## config.mk

```make
export PLATFORM = sky130hd
export DESIGN_NAME = sha256_padder
export DESIGN_NICKNAME = d
export VERILOG_FILES = /design/src/rtl/sha256_padder.sv
export SDC_FILE = /design/constraint.sdc
export NUM_CORES = 1
export LEC_CHECK = 0
export BUFFER_PORTS_ARGS = -buffer_cell sky130_fd_sc_hd__buf_4
export CORE_MARGIN = 4
export CORE_UTILIZATION = 45
export CTS_CLUSTER_SIZE = 16
export DETAILED_ROUTE_END_ITERATION = 8
export PLACE_DENSITY = 0.77
export SLEW_MARGIN = 5
export SYNTH_ARGS = -nofsm -noshare
export SYNTH_HDL_FRONTEND = slang
export SYNTH_SLANG_ARGS = --single-unit
```

## constraint.sdc

```tcl
create_clock -name clk -period 5.7 [get_ports clk]
set_clock_uncertainty 0.2 [all_clocks]
set_input_delay 0.855 -clock clk [delete_from_list [all_inputs] [get_ports clk]]
set_output_delay 0.855 -clock clk [all_outputs]
set_load 0.005 [all_outputs]
```

## src/rtl/sha256_padder.sv

```systemverilog
// SHA-256 message padder: packs a big-endian word stream into FIPS 180-4 padded
// 512-bit blocks, adding the 0x80 marker, zero fill and the 64-bit bit length.
module sha256_padder (
    input  logic         clk,
    input  logic         rst,
    input  logic         in_valid,
    output logic         in_ready,
    input  logic [31:0]  in_data,
    input  logic         in_last,
    input  logic [1:0]   in_nbytes,
    output logic         block_valid,
    input  logic         block_ready,
    output logic [511:0] block_data,
    output logic         block_first,
    output logic         block_last
);

    localparam logic [2:0] FILL = 3'd0;
    localparam logic [2:0] PAD  = 3'd1;
    localparam logic [2:0] ZERO = 3'd2;
    localparam logic [2:0] LEN  = 3'd3;
    localparam logic [2:0] EMIT = 3'd4;

    logic [2:0]  state;
    logic [2:0]  ret;
    logic [3:0]  widx;
    logic [63:0] bitlen;
    logic        first;
    logic [31:0] wbuf [16];
    logic [31:0] last_word;
    logic [2:0]  word_bytes;

    // Final word keeps only its valid lanes and carries the marker in the next lane.
    always_comb begin
        case (in_nbytes)
            2'd1:    last_word = {in_data[31:24], 8'h80, 16'h0000};
            2'd2:    last_word = {in_data[31:16], 8'h80, 8'h00};
            2'd3:    last_word = {in_data[31:8], 8'h80};
            default: last_word = in_data;
        endcase
        word_bytes = (in_last && in_nbytes != 2'd0) ? {1'b0, in_nbytes} : 3'd4;
    end

    always_comb begin
        block_data = '0;
        for (int k = 0; k < 16; k++) begin
            block_data[511 - 32*k -: 32] = wbuf[k];
        end
    end

    assign in_ready    = (state == FILL);
    assign block_first = first;

    always_ff @(posedge clk) begin
        if (rst) begin
            state       <= FILL;
            ret         <= FILL;
            widx        <= 4'd0;
            bitlen      <= 64'd0;
            first       <= 1'b1;
            block_valid <= 1'b0;
            block_last  <= 1'b0;
        end else begin
            case (state)
                FILL: begin
                    if (in_valid) begin
                        wbuf[widx] <= in_last ? last_word : in_data;
                        bitlen     <= bitlen + {58'd0, word_bytes, 3'b000};
                        widx       <= widx + 4'd1;
                        if (!in_last) begin
                            if (widx == 4'd15) begin
                                state       <= EMIT;
                                ret         <= FILL;
                                block_valid <= 1'b1;
                            end
                        end else if (widx == 4'd15) begin
                            state       <= EMIT;
                            ret         <= (in_nbytes == 2'd0) ? PAD : ZERO;
                            block_valid <= 1'b1;
                        end else begin
                            state <= (in_nbytes == 2'd0) ? PAD : ZERO;
                        end
                    end
                end
                PAD: begin
                    wbuf[widx] <= 32'h8000_0000;
                    widx       <= widx + 4'd1;
                    if (widx == 4'd15) begin
                        state       <= EMIT;
                        ret         <= ZERO;
                        block_valid <= 1'b1;
                    end else begin
                        state <= ZERO;
                    end
                end
                ZERO: begin
                    // Writing word 13 hands straight over to LEN so the length lands without an idle cycle.
                    if (widx == 4'd14) begin
                        state <= LEN;
                    end else begin
                        wbuf[widx] <= 32'h0000_0000;
                        widx       <= widx + 4'd1;
                        if (widx == 4'd13) begin
                            state <= LEN;
                        end else if (widx == 4'd15) begin
                            state       <= EMIT;
                            ret         <= ZERO;
                            block_valid <= 1'b1;
                        end
                    end
                end
                LEN: begin
                    wbuf[14]    <= bitlen[63:32];
                    wbuf[15]    <= bitlen[31:0];
                    state       <= EMIT;
                    block_valid <= 1'b1;
                    block_last  <= 1'b1;
                end
                EMIT: begin
                    if (block_ready) begin
                        block_valid <= 1'b0;
                        block_last  <= 1'b0;
                        widx        <= 4'd0;
                        if (block_last) begin
                            state  <= FILL;
                            bitlen <= 64'd0;
                            first  <= 1'b1;
                        end else begin
                            state <= ret;
                            first <= 1'b0;
                        end
                    end
                end
                default: begin
                    state <= FILL;
                end
            endcase
        end
    end

endmodule

```

==> results of run 1 <==
## layer usage
layer | share of wire [%] | routed length (um) | global-route usage, %
met5 | 0 | 0 | 0
met4 | 4.0 | 2720 | 10.3
met3 | 8.5 | 5870 | 5.66
met2 | 52 | 36000 | 47.2
met1 | 35 | 24200 | 32.8
## worst min-delay path by stage
stage                startpoint          end  slack [ns]  depth (start not counted)
global route         bitlen[54]   bitlen[54]        0.33                          2
CTS                  bitlen[62]   bitlen[62]        0.30                          2
finish                   ret[0]       ret[0]        0.31                          2
floorplan           block_first  block_first        0.24                          2
global placement     bitlen[54]   bitlen[54]        0.28                          2
detailed placement       ret[0]       ret[0]        0.29                          2
## area by class of cell
| class | count | area, um^2 | area share [%] |
|---|---|---|---|
| diodes | 1 | 2.50 | 0.00918 |
| clock buffers | 65 | 1410 | 5.18 |
| clock inverters | 36 | 468 | 1.72 |
| inverters | 13 | 48.8 | 0.179 |
| multi-input cells | 558 | 3420 | 12.5 |
| flip-flops and latches | 585 | 16800 | 61.7 |
| well taps | 592 | 741 | 2.72 |
| repair buffers | 574 | 4340 | 15.9 |
## metrics by stage
step | power [mW] | hold WS, ns | worst slack (ns) | util [%] | std cells
final | 8.96 | 0.306 | 2.10 | 61.4 | 2424
after global routing | 9.22 | 0.330 | 1.93 | 61.4 | 2424
after CTS | 8.99 | 0.304 | 2.16 | 61.3 | 2421
after detailed placement | 5.22 | 0.291 | 1.68 | 57.1 | 2320
after global placement | 5.21 | 0.284 | 1.75 | 57.1 | 2320
after floorplan | 5.00 | 0.239 | 1.29 | - | 1190
## placed cells by master (no fill, tap or decap), types with 13 or more instances in the layout
master / n
xor2_1: 18
nor2_1: 46
or3_1: 21
inv_1: 13
and2_1: 20
edfxtp_1: 512
or4_1: 13
nand4_1: 31
and3_1: 32
nand2_1: 95
nand3_1: 39
clkbuf_16: 55
a21oi_1: 54
dfxtp_1: 73
o21ai_0: 36
nor3_1: 13
mux2_2: 14
buf_4: 572
## flip-flops by register name (all words and copies together), names as in the netlist
register and count:
widx 4, block_first 1, state 3, block_last 1, bitlen 61, ret 2, block_valid 1, wbuf 512
## power by group
part           internal, mW  switching, mW
clock                  2.27           1.56
sequential             4.74         0.0228
combinational         0.112          0.255
## cells in the mapped netlist, drive strengths merged, types with 4 or more instances
cell    number  share of area (%)
xor2        18               0.77
nor4         5               0.26
ha           8               0.49
and2        20               0.62
or4         13               0.48
o31ai       12               0.44
mux2        14               0.77
nand4       34                1.2
o21ai       37               0.91
dfxtp       73                7.2
xnor2        5               0.22
and3        33                1.0
clkbuf      27               0.50
or3         23               0.72
inv         13               0.24
a21o        13               0.49
nand2b      12               0.37
o21a         5               0.18
a21oi       54                1.3
nand3       40               0.98
mux2i        4               0.20
and4         6               0.26
nand2       96                1.8
buf          7               0.19
a211oi       5               0.18
nor2        57                1.1
nor3        17               0.42
edfxtp     512                 76
## critical path: cells and delay by family (launching register included)
family | cells | cell delay [ns]
compound gates | 2 | 0.94
flops | 1 | 0.65
simple gates | 3 | 1.74
## kinds of logic (layout without fill, tap and decap cells)
family,Yosys count,in the layout,synth area share [%]
buf+inv,47,688,0.929
mux,18,18,0.972
simple gates,370,370,9.71
other cells,0,1,0
fa+ha+maj,9,9,0.590
xor+xnor,23,23,0.990
compound gates,138,138,4.05
flops,585,585,82.8
==> flow_metrics.py, run 1 <==
metrics = {
    "setup_path": {
        "critPathCaptureType": "flop",
        "crit_start": "state[2]",
        "slowest_stage": "a21oi_1",
        "required_ns": 6.01,
        "critPathLaunchType": "flop",
        "crit_end": "bitlen[60]",
        "reg2reg_depth": 5,
        "cpPeakStageDelay_ns": 0.78,
        "cp_cell_sequence": "nand3_1 > a21oi_1 > nand4_1 > or4_1 > a21oi_1",
        "r2r-end": "bitlen[60]",
        "crit_top_cell": "a21oi_1",
        "crit_fanout": 19,
        "cp.arrival_ns": 3.91,
        "rrSetupSlack_ns": 2.10,
        "worstSetupPathType": "reg2reg",
        "reg2reg_from": "state[2]",
    },
    "die": {
        "die_w_um": 221,
        "io_pins": 555,
        "die_y_um": 221,
        "core_area_um2": 44400,
        "dieArea_um2": 48700,
        "rows": 77,
        "initial_core_util_pct": 45.8,
    },
    "drt": {
        "firstDrtPassIters": 5,
        "route.detailed.drc": 0,
        "viasPerCell": 5.65,
        "wl_um": 68800,
        "avgRoutedWirePerCell_um": 28.4,
        "vias": 13706,
        "antenna_left": 0,
        "drt_iter0_markers": 1631,
    },
    "placement": {
        "io_buffers": 554,
        "place.gp.congestion": 0.902,
        "hpwlAfterDp_um": 47500,
        "place_area_um2": 25300,
    },
    "timing": {
        "period_needed_ns": 3.60,
        "max_clock_freq_mhz": 278,
        "finalHoldViolCount": 0,
        "rsz0062_at_grt": "false",
        "slew_headroom_pct": 12.1,
        "worst_slew_pin_slew_ns": 1.31,
        "slew_violations": 0,
        "finalSetupViolations": 0,
        "final.period_utilization_pct": 63.1,
        "fin_tns_setup_ns": 0,
    },
    "cts": {
        "cts_tree": "yes",
        "post-cts-setup-buffers": 0,
        "cts_max_path_buffers": 3,
        "cts.sinks": 585,
        "clock_latency_ns": 0.58,
        "cts_resized": 0,
        "cts_max_level": 2,
        "clk_pin_slew_ns": 0.07,
        "numCtsBuffers": 54,
        "cts-root-buf": "clkbuf_16",
        "hold_buffers": 0,
    },
    "yosys": {
        "synthArstFlopShare_pct": 0,
        "ys_seq_elements": 585,
        "postSynthAreaPerCell_um2": 17.1,
        "ys_seq_area_share_pct": 82.8,
        "synth_edf_count": 512,
        "syn_inst": 1190,
        "synth_cell_types": 58,
        "yosysWarnings": 0,
        "syn_area_um2": 20300,
        "synthFlopType": "edfxtp_1",
        "syn-num-nets": 1238,
    },
    "power_and_ir_drop": {
        "pwr_density_cell_nw_per_um2": 329,
        "peakVddDrop_mv": 0.220,
        "power.leakage_nw": 10.2,
    },
    "finish": {
        "drive_gt1_share_pct": 38.3,
        "area_delta_synth_final_pct": 34.1,
        "fillCellCount": 3151,
        "design_area_um2": 27300,
        "final_nets": 1834,
    },
    "run": {
        "cap_viol_max_count": 0,
    },
    "global_routing": {
        "grt_pass1_vias": 13024,
        "grt_max_degree": 46,
        "grt_pass1_wl_um": 94400,
        "gr-usage-all-layers_pct": 26.9,
        "grt-ovfl-total": 0,
        "antenna_found_initial": 1,
    },
    "run_status": {
        "status": "finished, final reports clean",
    },
    "hold_path": {
        "min-delay-path-class": "reg2reg",
    },
}
Note: power is estimated with default switching activity, not from simulation.
==> run 2, diff against run 1 <==
==> constraint.sdc (replaced) <==
create_clock -name clk -period 3.7 [get_ports clk]
set_clock_uncertainty 0.2 [all_clocks]
set_input_delay 0.555 -clock clk [delete_from_list [all_inputs] [get_ports clk]]
set_output_delay 0.555 -clock clk [all_outputs]
set_load 0.005 [all_outputs]
==> run 2 against run 1 <==
Against the previous run: cell count rose by 0.95%; count of clock-buffer cells in the layout rose by 2; largest power group unchanged; wire length is 0.16% lower; via count shrank 1.6%; total power grew 50%; first-iteration DRC count rose by 0.43%.
==> flow_metrics.py, run 2 (synthesis results as in run 1) <==
metrics = {
    "placement": {
        "io_buffers": 554,
        "place.gp.congestion": 0.953,
        "hpwlAfterDp_um": 48000,
        "place_area_um2": 25700,
        "dp_cells": 2349,
    },
    "cts": {
        "hold_buffers": 0,
        "post-cts-setup-buffers": 0,
        "clk_pin_slew_ns": 0.06,
        "cts_max_path_buffers": 3,
        "cts_max_level": 2,
        "cts-root-buf": "clkbuf_16",
        "cts.sinks": 585,
        "numCtsBuffers": 52,
        "cts_tree": "yes",
        "clock_latency_ns": 0.58,
        "cts_resized": 0,
    },
    "die": {
        "die_w_um": 221,
        "initial_core_util_pct": 45.8,
        "rows": 77,
        "core_area_um2": 44400,
        "io_pins": 555,
        "dieArea_um2": 48700,
        "die_y_um": 221,
    },
    "timing": {
        "slew_violations": 0,
        "final.period_utilization_pct": 79.2,
        "fin_tns_setup_ns": 0,
        "max_clock_freq_mhz": 341,
        "rsz0062_at_grt": "false",
        "period_needed_ns": 2.93,
        "finalHoldViolCount": 0,
        "finalSetupViolations": 0,
        "slew_headroom_pct": 28.9,
        "worst_slew_pin_slew_ns": 1.07,
    },
    "finish": {
        "regArea_um2": 16800,
        "top_register": "wbuf",
        "design_area_um2": 27400,
        "final_core_util_pct": 61.7,
        "top_regs": "wbuf (512), bitlen (61), widx (4)",
        "area_delta_synth_final_pct": 34.8,
        "final_nets": 1859,
        "final_cells": 2447,
        "layout_commonest_cell": "buf_4",
        "most-common-layout-cells": "594 x buf_4, 512 x edfxtp_1, 95 x nand2_1, 73 x dfxtp_1, 55 x clkbuf_16",
        "fillCellCount": 3157,
        "largest_reg_flops": 512,
        "drive_gt1_share_pct": 39.1,
        "multi_input_area_um2": 3450,
    },
    "drt": {
        "drt_iter0_markers": 1638,
        "antenna_left": 0,
        "vias": 13488,
        "viasPerCell": 5.51,
        "firstDrtPassIters": 5,
        "wl_um": 68700,
        "avgRoutedWirePerCell_um": 28.1,
        "route.detailed.drc": 0,
    },
    "global_routing": {
        "grt_max_degree": 46,
        "grt_pass1_wl_um": 93300,
        "gr-usage-all-layers_pct": 26.9,
        "antenna_found_initial": 2,
        "grt-ovfl-total": 0,
        "gr-usage-met1_pct": 33.2,
        "met2_usage_pct": 45.9,
        "met3_usage_pct": 5.81,
        "grt.busiest_layer": "met2",
        "grt_pass1_vias": 12780,
    },
    "run": {
        "cap_viol_max_count": 0,
    },
    "setup_path": {
        "crit_fanout": 16,
        "cp_cell_sequence": "nand3_1 > a2111oi_2 > buf_4 > nand4_2 > buf_4 > or3_1 > a21oi_1",
        "critPathLaunchType": "flop",
        "worstSetupPathType": "reg2reg",
        "critPathCaptureType": "flop",
        "required_ns": 4.02,
        "cpPeakStageDelay_ns": 0.65,
        "cp.arrival_ns": 3.25,
        "slowest_stage": "dfxtp_1",
        "crit_top_cell": "buf_4",
    },
    "hold_path": {
        "min-delay-path-class": "in2reg",
    },
    "power_and_ir_drop": {
        "power.leakage_nw": 10.3,
        "pwr_density_cell_nw_per_um2": 492,
        "peakVddDrop_mv": 0.413,
    },
    "run_status": {
        "status": "finished, final reports clean",
    },
}
==> run 2: cell types whose count changed in the layout (fill, tap and decap cells not counted), sizes merged <==
cell,change
bufinv,-5
clkbuf,+2
buf,+27
clkinv,-2
inv,-1
diode,+1
clkinvlp,+1
==> run 2: path summary, 6_finish.rpt <==
path                     from     endpoint  slack (ns)  cells past startpoint
hold reg to reg   block_first  block_first        0.26                      2
setup reg to reg     state[2]   bitlen[49]        0.77                      7
hold / removal            rst      widx[1]        0.06                      2
setup / recovery     state[2]   bitlen[49]        0.77                      7
==> run 2: power breakdown <==
group	switching, mW	internal [mW]
Sequential	0.0314	7.30
Combinational	0.399	0.188
Clock	2.39	3.18
Total	2.82	10.7
==> run 2: layer usage <==
metal | routed length (um) | up-vias
met5 | 0 | -
met4 | 3150 | 0
met3 | 6390 | 140
met2 | 35000 | 879
met1 | 24100 | 6660
li1 | - | 5809
==> run 2: final cells by class <==
class,count,area share (%)
sequential,585,61.4
timing repair buffer,601,16.8
multi-input combinational,558,12.6
clock buffer,67,5.26
tap,592,2.70
clock inverter,29,1.12
inverter,13,0.178
antenna,2,0.0182
==> run 2: critical path: cells and delay by family, from the launching register on <==
family / cells / cell delay, ns
AND/OR/NAND/NOR: 3 / 0.90
AO/OA/AOI/OAI: 2 / 0.55
flip-flops: 1 / 0.65
buffers and inverters: 2 / 0.55
==> run 2: stage by stage <==
step	hold slack, ns	worst slack (ns)	power (mW)
after CTS	0.0268	0.839	13.5
after floorplan	0.239	0.444	7.71
after detailed placement	0.254	0.702	8.06
final	0.0578	0.770	13.5
after global routing	0.0500	0.545	13.9
after global placement	0.242	0.729	8.05
